[src/rtl/dm_port_arbiter.sv]
// dm_port_arbiter: shares the single data-memory port between the CPU MEM
// stage and a debug/DMA loader port. The arbiter is non-preemptive and breaks
// ties round-robin. Each transfer is granted in IDLE, occupies the memory for
// WAIT ACCESS cycles, and is then acknowledged with a one-cycle pulse in DONE.
module dm_port_arbiter #(
    parameter int AW   = 12,
    parameter int DW   = 32,
    parameter int WAIT = 1
) (
    input  logic          Clk,
    input  logic          Rst,
    input  logic          cpu_req,
    input  logic          cpu_we,
    input  logic [3:0]    cpu_be,
    input  logic [AW-1:0] cpu_addr,
    input  logic [DW-1:0] cpu_wdata,
    output logic [DW-1:0] cpu_rdata,
    output logic          cpu_ack,
    output logic          cpu_stall,
    input  logic          dma_req,
    input  logic          dma_we,
    input  logic [3:0]    dma_be,
    input  logic [AW-1:0] dma_addr,
    input  logic [DW-1:0] dma_wdata,
    output logic [DW-1:0] dma_rdata,
    output logic          dma_ack,
    output logic          dm_en,
    output logic          dm_we,
    output logic [3:0]    dm_be,
    output logic [AW-1:0] dm_addr,
    output logic [DW-1:0] dm_wdata,
    input  logic [DW-1:0] dm_rdata,
    output logic          owner,
    output logic          busy
);
    localparam logic [1:0] S_IDLE   = 2'd0;
    localparam logic [1:0] S_ACCESS = 2'd1;
    localparam logic [1:0] S_DONE   = 2'd2;

    // The counter reloads to WAIT-1 so that cnt == 0 marks the final ACCESS cycle.
    localparam logic [3:0] CNT_INIT = 4'(WAIT - 1);

    logic [1:0] state;
    logic [3:0] cnt;
    logic       last_grant;   // 0 = CPU, 1 = DMA; reset to DMA so the CPU wins the first tie
    logic       we_lat;
    logic       grant_valid;
    logic       grant_port;   // 0 = CPU, 1 = DMA
    logic       last_cycle;

    // Choose the winner for a grant in IDLE: a lone requester wins, a tie goes to the port not served last.
    always_comb begin
        grant_valid = cpu_req | dma_req;
        if (cpu_req && dma_req) begin
            grant_port = ~last_grant;
        end else begin
            grant_port = dma_req;
        end
    end

    assign last_cycle = (state == S_ACCESS) && (cnt == 4'd0);

    // Transfer sequencer: IDLE -> ACCESS (WAIT cycles) -> DONE -> IDLE.
    always_ff @(posedge Clk or negedge Rst) begin
        if (!Rst) begin
            state      <= S_IDLE;
            cnt        <= 4'd0;
            owner      <= 1'b0;
            last_grant <= 1'b1;
            we_lat     <= 1'b0;
        end else begin
            case (state)
                S_IDLE: begin
                    if (grant_valid) begin
                        state      <= S_ACCESS;
                        cnt        <= CNT_INIT;
                        owner      <= grant_port;
                        last_grant <= grant_port;
                        we_lat     <= grant_port ? dma_we : cpu_we;
                    end
                end
                S_ACCESS: begin
                    if (cnt == 4'd0) begin
                        state <= S_DONE;
                    end else begin
                        cnt <= cnt - 4'd1;
                    end
                end
                S_DONE:  state <= S_IDLE;
                default: state <= S_IDLE;
            endcase
        end
    end

    // Latch the winner's request fields at grant; the memory sees only these until the next grant.
    always_ff @(posedge Clk or negedge Rst) begin
        if (!Rst) begin
            dm_be    <= 4'd0;
            dm_addr  <= '0;
            dm_wdata <= '0;
        end else if (state == S_IDLE && grant_valid) begin
            dm_be    <= grant_port ? dma_be    : cpu_be;
            dm_addr  <= grant_port ? dma_addr  : cpu_addr;
            dm_wdata <= grant_port ? dma_wdata : cpu_wdata;
        end
    end

    // Capture read data into the winner's register at the end of the last ACCESS cycle.
    always_ff @(posedge Clk or negedge Rst) begin
        if (!Rst) begin
            cpu_rdata <= '0;
            dma_rdata <= '0;
        end else if (last_cycle && !we_lat) begin
            if (owner) begin
                dma_rdata <= dm_rdata;
            end else begin
                cpu_rdata <= dm_rdata;
            end
        end
    end

    assign dm_en     = (state == S_ACCESS);
    assign dm_we     = last_cycle & we_lat;
    assign busy      = (state != S_IDLE);
    assign cpu_ack   = (state == S_DONE) & ~owner;
    assign dma_ack   = (state == S_DONE) & owner;
    // The stall is gated by reset so the pipeline is never frozen while the arbiter is held in reset.
    assign cpu_stall = Rst & cpu_req & ~cpu_ack;

endmodule
[config.mk]
export PLATFORM = sky130hd
export DESIGN_NAME = dm_port_arbiter
export DESIGN_NICKNAME = d
export VERILOG_FILES = /design/src/rtl/dm_port_arbiter.sv
export SDC_FILE = /design/constraint.sdc
export NUM_CORES = 1
export LEC_CHECK = 0
export CORE_MARGIN = 3
export CORE_UTILIZATION = 44
export CTS_CLUSTER_DIAMETER = 40
export DETAILED_ROUTE_END_ITERATION = 12
export PLACE_DENSITY = 0.84
export SETUP_SLACK_MARGIN = 0.2
export SYNTH_ARGS = -nofsm -noshare
export SYNTH_HDL_FRONTEND = slang
export SYNTH_SLANG_ARGS = --single-unit
[constraint.sdc]
create_clock -name Clk -period 2.6 [get_ports Clk]
set_input_delay 0.26 -clock Clk [delete_from_list [all_inputs] [get_ports Clk]]
set_output_delay 0.26 -clock Clk [all_outputs]
set_load 0.01 [all_outputs]
==> run summary, run 1 <==
Distinct cells, synth: 33
Total number of vias: 4267
DRT Pass-1 Iters: 6
GR Overflow Total: 0
Starting Density: 45.5%
Most frequent cells in the layout: 250 x clkdlybuf4s50_1, 120 x dfrtp_1, 96 x o21ai_0
Slew Limit Headroom: 33.3%
Syn Area/Cell: 13.3 um^2
Worst-path clk slew: 0.06 ns
P_int: 0.00723 W
Inst Count DP: 774
Chip width: 115 um
Vias per cell: 5.28
Slew at the pin with the worst max-slew slack: 1.00 ns
DR WL/cell: 19.5 um
VDD IR max: 496 uV
Fillers: 770
Power per cell area: 1250 nW/um^2
Sequential cell area: 3030 um^2
Net Sw Frac: 32.2%
Die area: 13300 um^2
Clk_skew: 0.00916 ns
Mapped cell area: 5260 um^2
Die Y: 115 um
Initial antenna violation count: 0
Required @ worst endpoint: 2.34 ns
Setup TNS: 0 ns
Largest net degree at the start of global routing: 80
Top post-synthesis cells by area: dfrtp_1 57%, mux2i_1 9.5%, o21ai_0 9.2%
Period utilization: 82.9%
Num rows: 39
Setup-failing EPs final: 0
Gate Count Post-Synth: 397
CTS tree: done
Clock Power Share: 22.7%
Worst-skew pair later-pin latency: 0.42 ns
Layout Nets: 787
Final ANT Viol Nets: 0
H-tree depth: 4
Detail Placement HPWL: 11.5 mm
Crit start category: flip-flop
Sequential share of power: 32.2%
Clk sink count: 121
Comb pwr share: 45.1%
Clock Tree Root: clkbuf_16
Yosys warnings: 0
N_diodes: 0
Iter 0 DRT Violations: 229
Final WL: 15.7 mm
Area grow syn2layout: 62.6%
Post-layout min period: 2.15 ns
TritonCTS buffer count: 17
Fraction of layout cells with a size suffix above 1: 17.1%
LEAKAGE: 3.81 nW
Worst endpoint data arrival time: 1.89 ns
Max-slew violation count: 0
Placeable Area: 11600 um^2
Gp weighted congestion: 0.800
Number of port buffers: 252
Synthesized Nets: 532
Commonest non-fill, non-tap cell in the layout: clkdlybuf4s50_1
Gr usage total: 24.4%
Yosys top cell by area: dfrtp_1
# IOs: 253
First-pass GRT wire length: 24.8 mm
Maximum clock frequency: 464 MHz
Multi-input gate area: 2080 um^2
RSZ-0062 raised after global routing: no
Sequential share of the synthesized area: 57.6%
Crit Path Class: flip-flop to primary output
Post-synthesis register bit count: 121
Crit. End Element: primary output
NetSw: 0.00343 W
Min-delay worst type: input port to flip-flop
Status: finished, final reports clean
Residual DRC count: 0
CP Max Fanout: 8
Clock Tree Buf Depth: 2
Synth top area share: 57.1%
FF-to-FF setup slack: 0.49 ns
Vias in the first global route: 4610
MaxCap Viol Count: 0
Final hold vios: 0
Fin cells: 808
==> repair_timing <==
action                     in CTS  in global routing
hold buffers                    1                  0
resized for setup               0                  2
setup endpoints to repair       1                  1
hold endpoints to repair       41                  0
setup buffers                   1                  0
==> Yosys cell counts <==
cell type	count
dfrtp_1	120
o21ai_0	97
mux2i_1	50
mux2_2	34
mux2_4	30
clkbuf_1	16
nor2_1	7
buf_6	6
buf_2	5
o21ai_1	4
a21oi_1	3
inv_1	3
nand2b_1	2
a21bo_2	1
a31oi_1	1
and2_1	1
and3_1	1
and3b_1	1
clkinv_1	1
dfstp_2	1
ha_1	1
inv_2	1
nand2_1	1
nand3_4	1
nand4_1	1
nand4b_1	1
nand4b_4	1
nor3b_1	1
nor3b_4	1
o221ai_1	1
o22ai_1	1
o2bb2ai_1	1
o41ai_1	1
==> metrics by stage <==
step	worst slack, ns	area (um^2)	hold WS [ns]	utilization, %	total power [W]
final	0.446	8560	0.467	74.0	0.0107
after global routing	0.367	8560	0.479	74.0	0.0112
after CTS	0.264	8550	0.455	74.0	0.0107
after detailed placement	0.423	7920	0.400	68.5	0.00823
after global placement	0.542	7920	0.381	68.5	0.00799
after floorplan	0.826	5260	-0.0356	-	0.00557
==> cell families after synthesis <==
| kind of cell | count (synthesis) | synth area share [%] |
|---|---|---|
| AOI/OAI and AO/OA | 110 | 10.8 |
| adders and majority gates | 1 | 0.238 |
| buffers and inverters | 32 | 3.26 |
| DFF | 121 | 57.6 |
| muxes | 114 | 25.3 |
| and+or+nand+nor | 19 | 2.78 |
==> final timing paths <==
path,from,to,cells past startpoint
setup / recovery,state[1],dm_en,3
hold / removal,dma_wdata[24],dm_wdata[24],3
setup reg to reg,cnt[0],dma_rdata[2],7
hold reg to reg,dm_wdata[27],dm_wdata[27],2
max in group asynchronous,Rst,dm_addr[1],3
min in group asynchronous,Rst,dm_wdata[1],3
==> layout make-up <==
class,instances,share of cell area [%]
multi-input cells,244,24.3
clock buffers,22,5.54
flip-flops and latches,121,35.4
clock inverters,10,1.67
well taps,143,2.09
inverters,5,0.219
repair buffers,263,30.8
==> critical path: stages (launching register included) <==
cell	delay, ns
dfrtp_1	0.41
nand2b_1	0.25
inv_2	0.21
clkdlybuf4s50_1	0.61
==> per-layer routing <==
| metal | global-route usage [%] | share of wire (%) |
|---|---|---|
| met5 | 0 | 0 |
| met4 | 8.92 | 2.0 |
| met3 | 8.84 | 9.3 |
| met2 | 41.6 | 51 |
| met1 | 28.4 | 38 |
==> power groups by stage <==
stage / Sequential (W) / Combinational [W] / Clock, W
after floorplan: 0.00375 / 0.00182 / 0
after global placement: 0.00337 / 0.00462 / 0
after detailed placement: 0.00344 / 0.00479 / 0
after CTS: 0.00343 / 0.00486 / 0.00245
after global routing: 0.00355 / 0.00515 / 0.00254
final: 0.00344 / 0.00481 / 0.00242
==> sequential cells by signal (all words and copies together), names as in the netlist <==
| signal | flops |
|---|---|
| cnt | 4 |
| dm_wdata | 32 |
| dm_be | 4 |
| cpu_rdata | 32 |
| owner | 1 |
| dm_addr | 12 |
| state | 2 |
| we_lat | 1 |
| dma_rdata | 32 |
| last_grant | 1 |
Power figures use the tool's default switching activity.
==> run 2, diff against run 1 <==
--- a/config.mk
+++ b/config.mk
@@ -6,10 +6,10 @@
 export NUM_CORES = 1
 export LEC_CHECK = 0
 export CORE_MARGIN = 3
-export CORE_UTILIZATION = 44
+export CORE_UTILIZATION = 37
 export CTS_CLUSTER_DIAMETER = 40
 export DETAILED_ROUTE_END_ITERATION = 12
-export PLACE_DENSITY = 0.84
+export PLACE_DENSITY = 0.75
 export SETUP_SLACK_MARGIN = 0.2
 export SYNTH_ARGS = -nofsm -noshare
 export SYNTH_HDL_FRONTEND = slang
==> constraint.sdc (replaced) <==
create_clock -name Clk -period 1.88 [get_ports Clk]
set_input_delay 0.188 -clock Clk [delete_from_list [all_inputs] [get_ports Clk]]
set_output_delay 0.188 -clock Clk [all_outputs]
set_load 0.01 [all_outputs]
==> run summary, run 2 (synthesized netlist as in run 1, its figures left out) <==
Required @ worst endpoint: 2.17 ns
Vias in the first global route: 4581
Status: finished, final reports clean
CP Max Fanout: 32
Crit. End Element: flip-flop
R2R depth: 7
Setup-failing EPs final: 0
Iter 0 DRT Violations: 111
First-pass GRT wire length: 24.6 mm
Clock Tree Root: clkbuf_16
Pre-CTS setup slack: 0.0547 ns
Largest net degree at the start of global routing: 122
VDD IR max: 693 uV
Final WL: 15.3 mm
Post-layout min period: 1.78 ns
Biggest regs: cpu_rdata (32), dm_wdata (32), dma_rdata (32)
Placeable Area: 13600 um^2
Clk_skew: 0.00940 ns
MaxCap Viol Count: 0
Most frequent cells in the layout: 245 x clkdlybuf4s50_1, 118 x dfrtp_1, 96 x o21ai_0
# IOs: 253
Period utilization: 94.7%
Max-slew violation count: 0
Total number of vias: 4342
Die Y: 125 um
Gp weighted congestion: 0.814
Worst-skew pair later-pin latency: 0.41 ns
Clk sink count: 121
Worst endpoint data arrival time: 2.07 ns
Detail Placement HPWL: 11.0 mm
Met3 Use GR: 8.02%
Gr usage total: 19.8%
TritonCTS buffer count: 17
Reg-to-reg startpoint: cnt[0]
Starting Density: 38.8%
Final ANT Viol Nets: 0
Crit start category: flip-flop
Die area: 15700 um^2
Setup TNS: 0 ns
N_diodes: 0
Grt peak-use layer: met2
Layout Nets: 801
R2R Path End: dma_rdata[21]
Inst Count DP: 815
DR WL/cell: 17.9 um
DRT Pass-1 Iters: 4
Clock Tree Buf Depth: 2
GR Overflow Total: 0
Num rows: 42
Met1 Use GR: 23.5%
Maximum clock frequency: 561 MHz
Crit Path Class: flip-flop to flip-flop
Slew at the pin with the worst max-slew slack: 0.656 ns
Worst setup path end: dma_rdata[21]
Initial antenna violation count: 0
Met2 usage: 32.3%
Vias per cell: 5.08
LEAKAGE: 3.90 nW
Fin cells: 855
Worst Min Path Start: dma_addr[2]
Area grow syn2layout: 67.0%
Slew Limit Headroom: 56.3%
Power per cell area: 1710 nW/um^2
Worst setup slack after layout: 0.0990 ns
FF-to-FF setup slack: 0.1 ns
Total Power: 0.0151 W
Number of port buffers: 252
Worst setup path start: cnt[0]
Min-delay worst type: input port to flip-flop
CTS tree: done
Chip width: 125 um
RSZ-0062 raised after global routing: yes
Fraction of layout cells with a size suffix above 1: 21.1%
H-tree depth: 4
Worst-path clk slew: 0.06 ns
Residual DRC count: 0
Commonest non-fill, non-tap cell in the layout: clkdlybuf4s50_1
Final hold vios: 0
-- run 2: metrics by stage --
step,instance area [um^2],hold WS [ns],utilization [%]
detailed placement,8070,0.407,59.5
floorplan,5270,-0.108,-
global placement,8070,0.408,59.5
global route,8790,0.407,64.8
finish,8790,0.400,64.8
CTS,8760,0.378,64.6
-- run 2: worst min path at each step --
stage / endpoint / cells after the start / slack [ns]
2_1_floorplan: cnt[0] / 0 / -0.11
3_3_place_gp: cpu_rdata[6] / 2 / 0.41
3_5_place_dp: dm_wdata[5] / 2 / 0.41
4_1_cts: dm_addr[2] / 3 / 0.38
5_1_grt: dma_rdata[16] / 2 / 0.41
6_report: dm_addr[2] / 3 / 0.40
-- run 2: critical path, cell delays in order (launching register included) --
cell and delay (ns):
dfrtp_1 0.39, inv_2 0.09, ha_4 0.14, nor3b_4 0.21, buf_4 0.17, nand4b_4 0.12
buf_12 0.21, mux2_4 0.32
-- run 2: repair_timing --
item / in CTS / in global routing
pin swaps: 1 / 1
setup endpoints to repair: 71 / 70
hold buffers: 1 / 0
gates resized for setup: 22 / 11
hold endpoints to repair: 120 / 0
buffers inserted: 4 / 3
-- run 2: report_power, final --
part,leakage (nW),internal (W),switching (W)
Clock,0.300,0.00215,0.00125
Combinational,2.15,0.00413,0.00282
Sequential,1.45,0.00394,0.000768
-- run 2: area by class of cell --
| type | count | area (um^2) |
|---|---|---|
| timing repair buffer | 277 | 2780 |
| clock inverter | 14 | 186 |
| clock buffer | 18 | 439 |
| multi-input combinational | 244 | 2110 |
| tap | 176 | 220 |
| inverter | 5 | 26.3 |
| fill | 1008 | 4770 |
| sequential | 121 | 3030 |
-- run 2: metal layers --
metal	vias to the layer above	wire length [um]	share of wire, %
met3	21	1490	9.7
met4	0	327	2.1
met5	-	0	0
li1	1976	-	-
met2	227	7350	48
met1	2118	6170	40
